<file path="src/rtl/lsu_pkg.sv">
// Shared types and funct3 decode for the load/store unit.
package lsu_pkg;

  typedef enum logic [1:0] {
    IDLE     = 2'd0,
    ACCESS   = 2'd1,
    MERGE_WR = 2'd2,
    RESP     = 2'd3
  } lsu_state_e;

  localparam logic [2:0] F3_B  = 3'b000;
  localparam logic [2:0] F3_H  = 3'b001;
  localparam logic [2:0] F3_W  = 3'b010;
  localparam logic [2:0] F3_BU = 3'b100;
  localparam logic [2:0] F3_HU = 3'b101;

  // Legal funct3 for the direction, plus natural alignment of the access.
  function automatic logic req_legal(input logic       write,
                                     input logic [2:0] funct3,
                                     input logic [1:0] addr_lo);
    logic ok;
    ok = 1'b0;
    if (write) begin
      case (funct3)
        F3_B:    ok = 1'b1;
        F3_H:    ok = ~addr_lo[0];
        F3_W:    ok = (addr_lo == 2'b00);
        default: ok = 1'b0;
      endcase
    end else begin
      case (funct3)
        F3_B, F3_BU: ok = 1'b1;
        F3_H, F3_HU: ok = ~addr_lo[0];
        F3_W:        ok = (addr_lo == 2'b00);
        default:     ok = 1'b0;
      endcase
    end
    return ok;
  endfunction

endpackage

</file>
<file path="src/rtl/lsu_align.sv">
// Combinational sub-word lane logic: load extraction with sign/zero extension
// and store merging of a byte or halfword into a full word.
module lsu_align
  import lsu_pkg::*;
#(
  parameter int unsigned Numbit = 32,
  parameter int unsigned Width  = 8
) (
  input  logic [Numbit-1:0] ld_word,
  input  logic [Numbit-1:0] st_word,
  input  logic [Numbit-1:0] wdata,
  input  logic [1:0]        addr_lo,
  input  logic [2:0]        funct3,
  output logic [Numbit-1:0] ld_data_c,
  output logic [Numbit-1:0] st_word_c
);

  localparam int unsigned Half = 2 * Width;

  logic [Width-1:0] byte_sel;
  logic [Half-1:0]  half_sel;

  always_comb begin
    byte_sel = ld_word[Width * 32'(addr_lo) +: Width];
    half_sel = ld_word[Half * 32'(addr_lo[1]) +: Half];
  end

  always_comb begin
    ld_data_c = '0;
    case (funct3)
      F3_B:    ld_data_c = {{(Numbit - Width){byte_sel[Width-1]}}, byte_sel};
      F3_BU:   ld_data_c = {{(Numbit - Width){1'b0}}, byte_sel};
      F3_H:    ld_data_c = {{(Numbit - Half){half_sel[Half-1]}}, half_sel};
      F3_HU:   ld_data_c = {{(Numbit - Half){1'b0}}, half_sel};
      F3_W:    ld_data_c = ld_word;
      default: ld_data_c = '0;
    endcase
  end

  // Only the addressed lane changes; the rest of the captured word is kept.
  always_comb begin
    st_word_c = st_word;
    case (funct3)
      F3_B:    st_word_c[Width * 32'(addr_lo) +: Width] = wdata[Width-1:0];
      F3_H:    st_word_c[Half * 32'(addr_lo[1]) +: Half] = wdata[Half-1:0];
      F3_W:    st_word_c = wdata;
      default: st_word_c = st_word;
    endcase
  end

endmodule

</file>
<file path="src/rtl/load_store_unit.sv">
// MEM-stage load/store unit driving a word-wide data memory; sub-word stores
// use read-modify-write. Define LSU_BOUNDS_CHECK_EN to reject out-of-range addresses.
module load_store_unit
  import lsu_pkg::*;
#(
  parameter int unsigned Numbit    = 32,
  parameter int unsigned Width     = 8,
  parameter int unsigned MEM_BYTES = 1024
) (
  input  logic              clk,
  input  logic              rst_n,
  input  logic              req_valid,
  output logic              req_ready,
  input  logic              req_write,
  input  logic [2:0]        req_funct3,
  input  logic [Numbit-1:0] req_addr,
  input  logic [Numbit-1:0] req_wdata,
  output logic              resp_valid,
  output logic [Numbit-1:0] resp_rdata,
  output logic              resp_err,
  output logic              MemWrite,
  output logic              MemRead,
  output logic [Numbit-1:0] Address,
  output logic [Numbit-1:0] Write_data,
  input  logic [Numbit-1:0] Read_data
);

  localparam logic [Numbit-1:0] InRangeMask = Numbit'(MEM_BYTES - 1);
  localparam logic [Numbit-1:0] WordMask    = InRangeMask & ~Numbit'(3);

  lsu_state_e        state_q, state_d;
  logic              write_q, write_d;
  logic [2:0]        funct3_q, funct3_d;
  logic [Numbit-1:0] addr_q, addr_d;
  logic [Numbit-1:0] wdata_q, wdata_d;
  logic [Numbit-1:0] word_q, word_d;
  logic [Numbit-1:0] rdata_q, rdata_d;
  logic              err_q, err_d;

  logic              addr_oob_c;
  logic              req_ok_c;
  logic              mem_read_c;
  logic              mem_write_c;
  logic [Numbit-1:0] wr_data_c;
  logic [Numbit-1:0] ld_data_c;
  logic [Numbit-1:0] st_word_c;

`ifdef LSU_BOUNDS_CHECK_EN
  assign addr_oob_c = |(req_addr & ~InRangeMask);
`else
  assign addr_oob_c = 1'b0;
`endif

  assign req_ok_c = req_legal(req_write, req_funct3, req_addr[1:0]) & ~addr_oob_c;

  lsu_align #(
    .Numbit (Numbit),
    .Width  (Width)
  ) u_align (
    .ld_word   (Read_data),
    .st_word   (word_q),
    .wdata     (wdata_q),
    .addr_lo   (addr_q[1:0]),
    .funct3    (funct3_q),
    .ld_data_c (ld_data_c),
    .st_word_c (st_word_c)
  );

  // Next-state, capture and memory strobe decode.
  always_comb begin
    state_d     = state_q;
    write_d     = write_q;
    funct3_d    = funct3_q;
    addr_d      = addr_q;
    wdata_d     = wdata_q;
    word_d      = word_q;
    rdata_d     = rdata_q;
    err_d       = err_q;
    mem_read_c  = 1'b0;
    mem_write_c = 1'b0;
    wr_data_c   = '0;
    case (state_q)
      IDLE: begin
        if (req_valid) begin
          write_d  = req_write;
          funct3_d = req_funct3;
          addr_d   = req_addr;
          wdata_d  = req_wdata;
          rdata_d  = '0;
          err_d    = ~req_ok_c;
          state_d  = req_ok_c ? ACCESS : RESP;
        end
      end
      ACCESS: begin
        word_d = Read_data;
        if (write_q && (funct3_q == F3_W)) begin
          mem_write_c = 1'b1;
          wr_data_c   = wdata_q;
          state_d     = RESP;
        end else begin
          mem_read_c = 1'b1;
          if (write_q) begin
            state_d = MERGE_WR;
          end else begin
            rdata_d = ld_data_c;
            state_d = RESP;
          end
        end
      end
      MERGE_WR: begin
        mem_write_c = 1'b1;
        wr_data_c   = st_word_c;
        state_d     = RESP;
      end
      RESP: begin
        state_d = IDLE;
      end
      default: begin
        state_d = IDLE;
      end
    endcase
  end

  always_ff @(posedge clk or negedge rst_n) begin
    if (!rst_n) begin
      state_q  <= IDLE;
      write_q  <= 1'b0;
      funct3_q <= 3'b000;
      addr_q   <= '0;
      wdata_q  <= '0;
      word_q   <= '0;
      rdata_q  <= '0;
      err_q    <= 1'b0;
    end else begin
      state_q  <= state_d;
      write_q  <= write_d;
      funct3_q <= funct3_d;
      addr_q   <= addr_d;
      wdata_q  <= wdata_d;
      word_q   <= word_d;
      rdata_q  <= rdata_d;
      err_q    <= err_d;
    end
  end

  // Strobes decode straight from the state flop so an async reset drops them at once.
  assign MemRead    = mem_read_c;
  assign MemWrite   = mem_write_c;
  assign Address    = (mem_read_c | mem_write_c) ? (addr_q & WordMask) : '0;
  assign Write_data = wr_data_c;
  assign req_ready  = (state_q == IDLE);
  assign resp_valid = (state_q == RESP);
  assign resp_rdata = rdata_q;
  assign resp_err   = err_q;

endmodule
</file>
<file path="config.mk">
export PLATFORM = sky130hd
export DESIGN_NAME = load_store_unit
export DESIGN_NICKNAME = d
export VERILOG_FILES = /design/src/rtl/lsu_pkg.sv /design/src/rtl/lsu_align.sv /design/src/rtl/load_store_unit.sv
export SDC_FILE = /design/constraint.sdc
export NUM_CORES = 1
export LEC_CHECK = 0
export CORE_MARGIN = 4
export CORE_UTILIZATION = 49
export DETAILED_ROUTE_END_ITERATION = 10
export PLACE_DENSITY_LB_ADDON = 0.08
export SLEW_MARGIN = 20
export SYNTH_ARGS = -nofsm -noshare
export SYNTH_HDL_FRONTEND = slang
export SYNTH_SLANG_ARGS = --single-unit
</file>
<file path="constraint.sdc">
create_clock -name clk -period 2.5 [get_ports clk]
set_input_delay 0.25 -clock clk [delete_from_list [all_inputs] [get_ports clk]]
set_output_delay 0.25 -clock clk [all_outputs]
set_load 0.05 [all_outputs]
</file>
==> metrics, run 1 <==
fin util=around three quarters; Post-DP Area=0.00922 mm²; CP dominant cell by count=buf_12; count of final setup violators=12; wire length on met3=2430 µm; Yosys top cell by area=dfrtp_1; # DRC=0; antenna fix cells=0; Yosys cell types=57; routed metal-1 wirelength=10700 µm; Die H=128 µm; vias after detailed routing=7124; Hold Vio Cnt, Final=0; Synth Flop Type=dfrtp_1; top sig layer=met4; area grow syn2layout=52.1%; combinational cell fraction of total power=roughly 65%; total CTS buffers=17; GRT Residual Overflow=0; Cell Rows=43; Final #Nets=1043; largest net degree at the start of global routing=46; Seq. cell area=0.00283 mm²; RD Place Congestion=~0.9; yosys synthesis warning count=0; fin crit period=approximately 2.6 ns; outcome=finished with violations; worst path arrival time=2.32 ns; skew final=a little over 0.007 ns; Worst Path Buf+Inv=4; RSZ-0062 raised after global routing=yes; Multi-input gate area=0.00439 mm²; leakage=4.49 nW; Root Buffer=clkbuf_16; CP Max Fanout=6; Seq pwr share=21.5%; H-tree depth=4; Peak Freq=388 MHz; Power, Total=18.2 mW; design area=0.0108 mm²; Max Transition Viols Final=0; Fillers=906; synthesized flop and latch total=113; CP max stage cell=dfrtp_1; ys async rst share=100%; Vias/cell=6.34; Total Wirelength=26700 µm; First-pass DRT Iterations=6; DR WL/cell=23.7 µm; global-route wire length before repair=39400 µm; core box area=0.0140 mm²; synthesized area=0.00710 mm²; fraction of layout instances using a drive strength above 1=37.6%; critical path's largest stage delay=0.40 ns; Pint=roughly 9.3 mW; die area=about 0.016 mm²; HPWL after DPL=around 18000 µm; CTS tree=built; CTS max path bufs=2; routed length on met2=around 12000 µm; top cell family by delay on the critical path=buffers and inverters; crit-path cells=inv_2 -> ha_4 -> nand2_4 -> nor4_4 -> buf_6 -> buf_12 -> o21bai_1 -> a22o_1 -> buf_12; Post-Layout Cell Count=between 1k and 1.5k; failing checks=negative setup slack; fin crit share=103%; overall routing resource usage=a little under a third; Post-synth EDFFs=0; synth top area cells=dfrtp_1, mux2_2, a21oi_1, o21ai_0, buf_4; Worst VDD drop=1.20 mV; Hold Path Class=input port to asynchronous set/reset pin; chip width=128 µm; Max-Cap Viols=0; port bufs=between 150 and 200; Rel. slew slack=56.5%; worst skew pair latency=0.42 ns; Final TNS setup=-0.525 ns; Sink Count=113; power share of the clock group=13.4%; Syn Area/Cell=approximately 9.6 µm²; WP data required=2.25 ns; DR iter-0 viols=about 840; placed cell count=1051; Startpoint Class=register; initial antenna violation count=0; number of I/O pins=204; Net Switching=8.90 mW; Crit. End Element=output pin; Synth top area share=39.8%; Sw Ratio=49.0%; PwrDens=1680 mW/mm²; vias in the first global route=between 6k and 7k; WS Path Type=register to output pin; Setup WS post-layout=-0.0741 ns; Seq/Total Area, Yosys=39.8%; Detail Route Antenna Nets=0; measured slew at the worst slew-check pin=0.653 ns; Clock transition at path regs=0.06 ns; Synth Instances=742; Initial Utilization=50.6%
[placed cells by master (no fill, tap or decap), types with 5 or more instances in the layout]
cell	netlist	layout
a211o_1	8	8
a211oi_2	0	8
a21o_1	8	7
a21oi_1	75	69
a21oi_2	0	5
a221o_1	9	9
a221oi_2	0	15
a222oi_1	7	7
a22o_1	18	18
a2bb2oi_2	0	11
buf_12	0	40
buf_4	29	60
buf_6	5	13
clkbuf_16	0	19
clkdlybuf4s50_1	0	114
conb_1	1	24
dfrtp_1	113	110
inv_1	23	18
mux2_2	85	85
mux2i_1	10	10
nand2_1	51	44
nand4_1	8	8
nor2_1	32	28
nor2_4	1	5
nor2b_1	19	15
nor3_1	9	9
o21ai_0	59	45
o21ai_1	13	12
o21ai_2	1	14
o21ba_2	6	6
o22ai_2	2	7
[flip-flops by register name, summed over array words and instances (netlist names)]
signal and flops:
addr_q 10, funct3_q 3, resp_err 1, resp_rdata 32
state_q 2, wdata_q 32, word_q 32, write_q 1
[metrics by stage]
step           hold WS [ns]  worst slack (ns)
5_1_grt               0.441            -0.134
6_report              0.382           -0.0741
3_3_place_gp          0.276             0.144
2_1_floorplan       -0.0456            -0.111
3_5_place_dp          0.295            0.0278
4_1_cts               0.403            -0.111
[synthesized netlist by cell type, types with 12 or more instances]
cell type / n
a21oi_1: 75
a221oi_1: 17
a22o_1: 18
a2bb2oi_1: 12
buf_2: 19
buf_4: 29
clkbuf_1: 30
dfrtp_1: 113
inv_1: 23
mux2_2: 85
nand2_1: 51
nor2_1: 32
nor2b_1: 19
o21ai_0: 59
o21ai_1: 13
[cell families after synthesis]
family	share of synthesized area, %
adder cells (fa/ha/maj)	1.59
other	0.0528
AND/OR/NAND/NOR	10.8
AO/OA/AOI/OAI	24.6
buffers and inverters	8.28
flip-flops	39.8
multiplexers	14.9
[power groups by stage]
stage	combinational, mW	clock (mW)	sequential, mW
6_report	11.8	2.43	3.90
5_1_grt	12.4	2.54	3.98
4_1_cts	10.9	2.45	3.79
3_5_place_dp	9.98	0	3.81
3_3_place_gp	9.77	0	3.78
2_1_floorplan	6.25	0	4.05
[path summary, 6_finish.rpt]
check | from | to | slack [ns] | cells after the start
worst max-delay path | state_q[1] | Write_data[28] | -0.07 | 9
worst min-delay path | rst_n | resp_rdata[3] | 0.38 | 2
worst max register to register | state_q[1] | resp_rdata[10] | 0.29 | 8
worst min register to register | resp_rdata[16] | resp_rdata[16] | 0.49 | 2
max in group asynchronous | rst_n | resp_rdata[20] | 1.32 | 3
min in group clk | req_addr[9] | addr_q[9] | 0.44 | 2
[routing by layer]
metal	global-route usage [%]	up-vias
li1	-	3077
met1	41.4	3484
met2	49.7	456
met3	6.93	107
met4	11.5	0
met5	0	-
[what timing repair did]
item,CTS,global route
hold buffers,1,0
resized for setup,69,64
gates cloned,3,3
endpoints found under the hold margin,42,0
buffers inserted,20,15
setup endpoints to repair,40,33
pin swaps,20,44
[cell type report]
cell class / count / area share, %
clock inverter: 14 / 1.36
tap: 180 / 2.09
clock buffer: 18 / 4.07
sequential: 113 / 26.2
multi-input combinational: 542 / 40.7
inverter: 23 / 0.823
timing repair buffer: 234 / 24.8
(Power assumes the default switching activity.)
==> run 2: changes to the inputs <==
--- a/config.mk
+++ b/config.mk
@@ -6,10 +6,11 @@
 export NUM_CORES = 1
 export LEC_CHECK = 0
 export CORE_MARGIN = 4
-export CORE_UTILIZATION = 49
+export CORE_UTILIZATION = 50
 export DETAILED_ROUTE_END_ITERATION = 10
 export PLACE_DENSITY_LB_ADDON = 0.08
 export SLEW_MARGIN = 20
 export SYNTH_ARGS = -nofsm -noshare
 export SYNTH_HDL_FRONTEND = slang
+export SYNTH_HIERARCHICAL = 1
 export SYNTH_SLANG_ARGS = --single-unit
==> metrics, run 2 <==
skew final=0.00456 ns (-0.00250 ns); worst skew pair latency=0.42 ns (about the same); Max-Cap Viols=0 (unchanged); placed cell count=1090 (+3.7%); Rel. slew slack=57.3% (+0.88 points); most common cell after layout, fill and taps aside=clkdlybuf4s50_1; Cell Rows=44 (+2.3%); Final TNS setup=-0.883 ns (-0.358 ns); failing checks=negative setup slack; Crit. End Element=output pin; Syn Area/Cell=9.86 µm² (+3.0%); wire length on met3=2050 µm (-16%); fin crit period=2.62 ns (+0.0504 ns); core box area=0.0148 mm² (+5.1%); GRT Residual Overflow=0 (unchanged); First-pass DRT Iterations=5 (-1); total CTS buffers=17 (unchanged); Hold Vio Cnt, Final=0 (unchanged); Setup crit start=funct3_q[1]; vias after detailed routing=7070 (-0.76%); overall routing resource usage=28.0% (-3.0 points); antenna fix cells=0 (unchanged); measured slew at the worst slew-check pin=0.640 ns (-0.0131 ns); Startpoint Class=register; PwrDens=1710 mW/mm² (+1.9%); routed metal-1 wirelength=10700 µm (+0.40%); Worst R2R Setup Slack=0.20 ns (-0.09 ns); Worst R2R Start=addr_q[1]; Synth top area share=37.0% (-2.9 points); synth top area cells=dfrtp_1, mux2i_1, mux2_2, a22o_1, buf_4; routed length on met2=11900 µm (-4.9%); count leader, synth=dfrtp_1; commonest cells after routing, fill and taps aside=clkdlybuf4s50_1, dfrtp_1, mux2i_1; Clock transition at path regs=0.05 ns (about the same); Final #Nets=1072 (+2.8%); global-route wire length before repair=38600 µm (-2.0%); die area=0.0173 mm² (+5.2%); Synth Area in XOR/XNOR=0% (unchanged); top cells by count, synth=dfrtp_1, mux2i_1, mux2_2; Synth Area in Compound Gates=19.1% (-5.5 points); CTS tree=built; worst path arrival time=2.37 ns (+0.05 ns); Post-Layout Cell Count=1157 (+2.9%); Max Transition Viols Final=0 (unchanged); Total Wirelength=25400 µm (-4.6%); Post-synth EDFFs=0 (unchanged); WP data required=2.25 ns (about the same); post-synthesis adder-cell area fraction=1.47% (-0.11 points); Worst VDD drop=1.13 mV (-5.8%); synthesized flop and latch total=113 (unchanged); leakage=4.72 nW (+5.1%); top sig layer=met4; RD Place Congestion=0.938 (+4.4%); chip width=132 µm (+2.6%); number of I/O pins=204 (unchanged); WS Path Type=register to output pin; largest family of logic cells by synthesized area=multiplexers; Setup WS post-layout=-0.125 ns (-0.0504 ns); DR WL/cell=22.0 µm (-7.4%); RSZ-0062 raised after global routing=yes; simple logic cell fraction of the synthesized area=11.6% (+0.81 points); Synth Instances=776 (+4.6%); port bufs=157 (unchanged); HPWL after DPL=17600 µm (-1.1%); Yosys cell types=65 (+14%); # DRC=0 (unchanged); CP Max Fanout=7 (+1); ys async rst share=100% (unchanged); Post-DP Area=0.00972 mm² (+5.5%); vias in the first global route=6906 (-1.2%); Root Buffer=clkbuf_16; Detail Route Antenna Nets=0 (unchanged); fin crit share=105% (+2.0 points); Initial Utilization=51.8% (+1.3 points); Synth Flop Type=dfrtp_1; yosys synthesis warning count=6 (+6); area grow syn2layout=44.1%; initial antenna violation count=0 (unchanged); H-tree depth=4 (unchanged); design area=0.0110 mm² (+2.1%); Hold Path Class=input port to asynchronous set/reset pin; Vias/cell=6.11 (-3.6%); Peak Freq=381 MHz (-1.9%); CTS max path bufs=2 (unchanged); Place WS=0.126 ns (+0.0982 ns); mux share of post-synthesis cell area=21.1% (+6.2 points); DR iter-0 viols=683 (-18%); outcome=finished with violations; largest net degree at the start of global routing=48 (+4.3%); Hold Slack=0.399 ns (+0.0172 ns); Sink Count=113 (unchanged); synthesized area=0.00765 mm² (+7.8%); fraction of layout instances using a drive strength above 1=29.3% (-8.3 points); Seq/Total Area, Yosys=37.0% (-2.9 points); count of final setup violators=17 (+5); Yosys top cell by area=dfrtp_1; Die H=132 µm (+2.6%)
-- run 2: changes by cell type after synthesis, moves of 19 or more --
cell | previous run | this run
o21ai_0 | 59 | 19
mux2_2 | 85 | 61
inv_1 | 23 | 42
mux2_1 | 0 | 19
nand3_1 | 5 | 29
a21oi_1 | 75 | 28
mux2i_1 | 10 | 70
a22o_1 | 18 | 37
-- run 2: worst max-delay path, cell delays in order, from the launching register on --
cell	delay, ns
dfrtp_4	0.51
buf_6	0.15
buf_8	0.13
nor2b_4	0.12
a32oi_1	0.22
o22ai_1	0.16
a41o_1	0.23
a22o_1	0.26
buf_6	0.16
-- run 2: worst paths after layout --
check | cells past startpoint | endpoint
min in group clk | 2 | wdata_q[30]
max in group asynchronous | 3 | resp_rdata[24]
worst min-delay path | 2 | resp_rdata[10]
worst max-delay path | 8 | Write_data[23]
worst max register to register | 9 | resp_rdata[8]
worst min register to register | 2 | resp_err
-- run 2: area by class of cell --
| class | count | area (µm²) |
|---|---|---|
| Multi-Input combinational cell | 554 | 4520 |
| Fill cell | 1000 | 3730 |
| Sequential cell | 113 | 2840 |
| Timing Repair Buffer | 231 | 2690 |
| Clock buffer | 19 | 443 |
| Tap cell | 184 | 230 |
| Inverter | 43 | 168 |
| Clock inverter | 13 | 136 |
-- run 2: kinds of logic (layout without fill, tap and decap cells) --
kind of cell	Yosys count	count (layout)
buffers and inverters	132	306
other	1	24
multiplexers	151	151
AND/OR/NAND/NOR	177	177
adder cells (fa/ha/maj)	9	9
AO/OA/AOI/OAI	193	193
flip-flops	113	113
-- run 2: stage by stage --
step                      utilization (%)  total power, mW
after CTS                            72.4             18.1
after floorplan                         -             11.1
after detailed placement             65.9             14.9
final                                74.7             18.9
after global placement               65.9             14.6
after global routing                 74.7             19.7
-- run 2: timing repair --
action                                  CTS  global route
endpoints found under the setup margin   41            33
pin swaps                                15            51
hold buffers                              1             0
gates resized for setup                  51            63
gates cloned                              2             1
setup buffers                            18            17
hold endpoints to repair                 45             0
-- run 2: power by group --
group          internal (mW)  switching [mW]  leakage [nW]
combinational           5.68            6.85          3.05
sequential              2.78            1.18          1.39
clock                   1.49           0.917         0.276
total                   9.94            8.95          4.72
-- run 2: per-layer routing --
metal	vias to the layer above	global-route usage, %
met1	3463	37.5
met2	404	43.9
met3	62	6.50
met5	-	0
li1	3141	-
met4	0	11.5
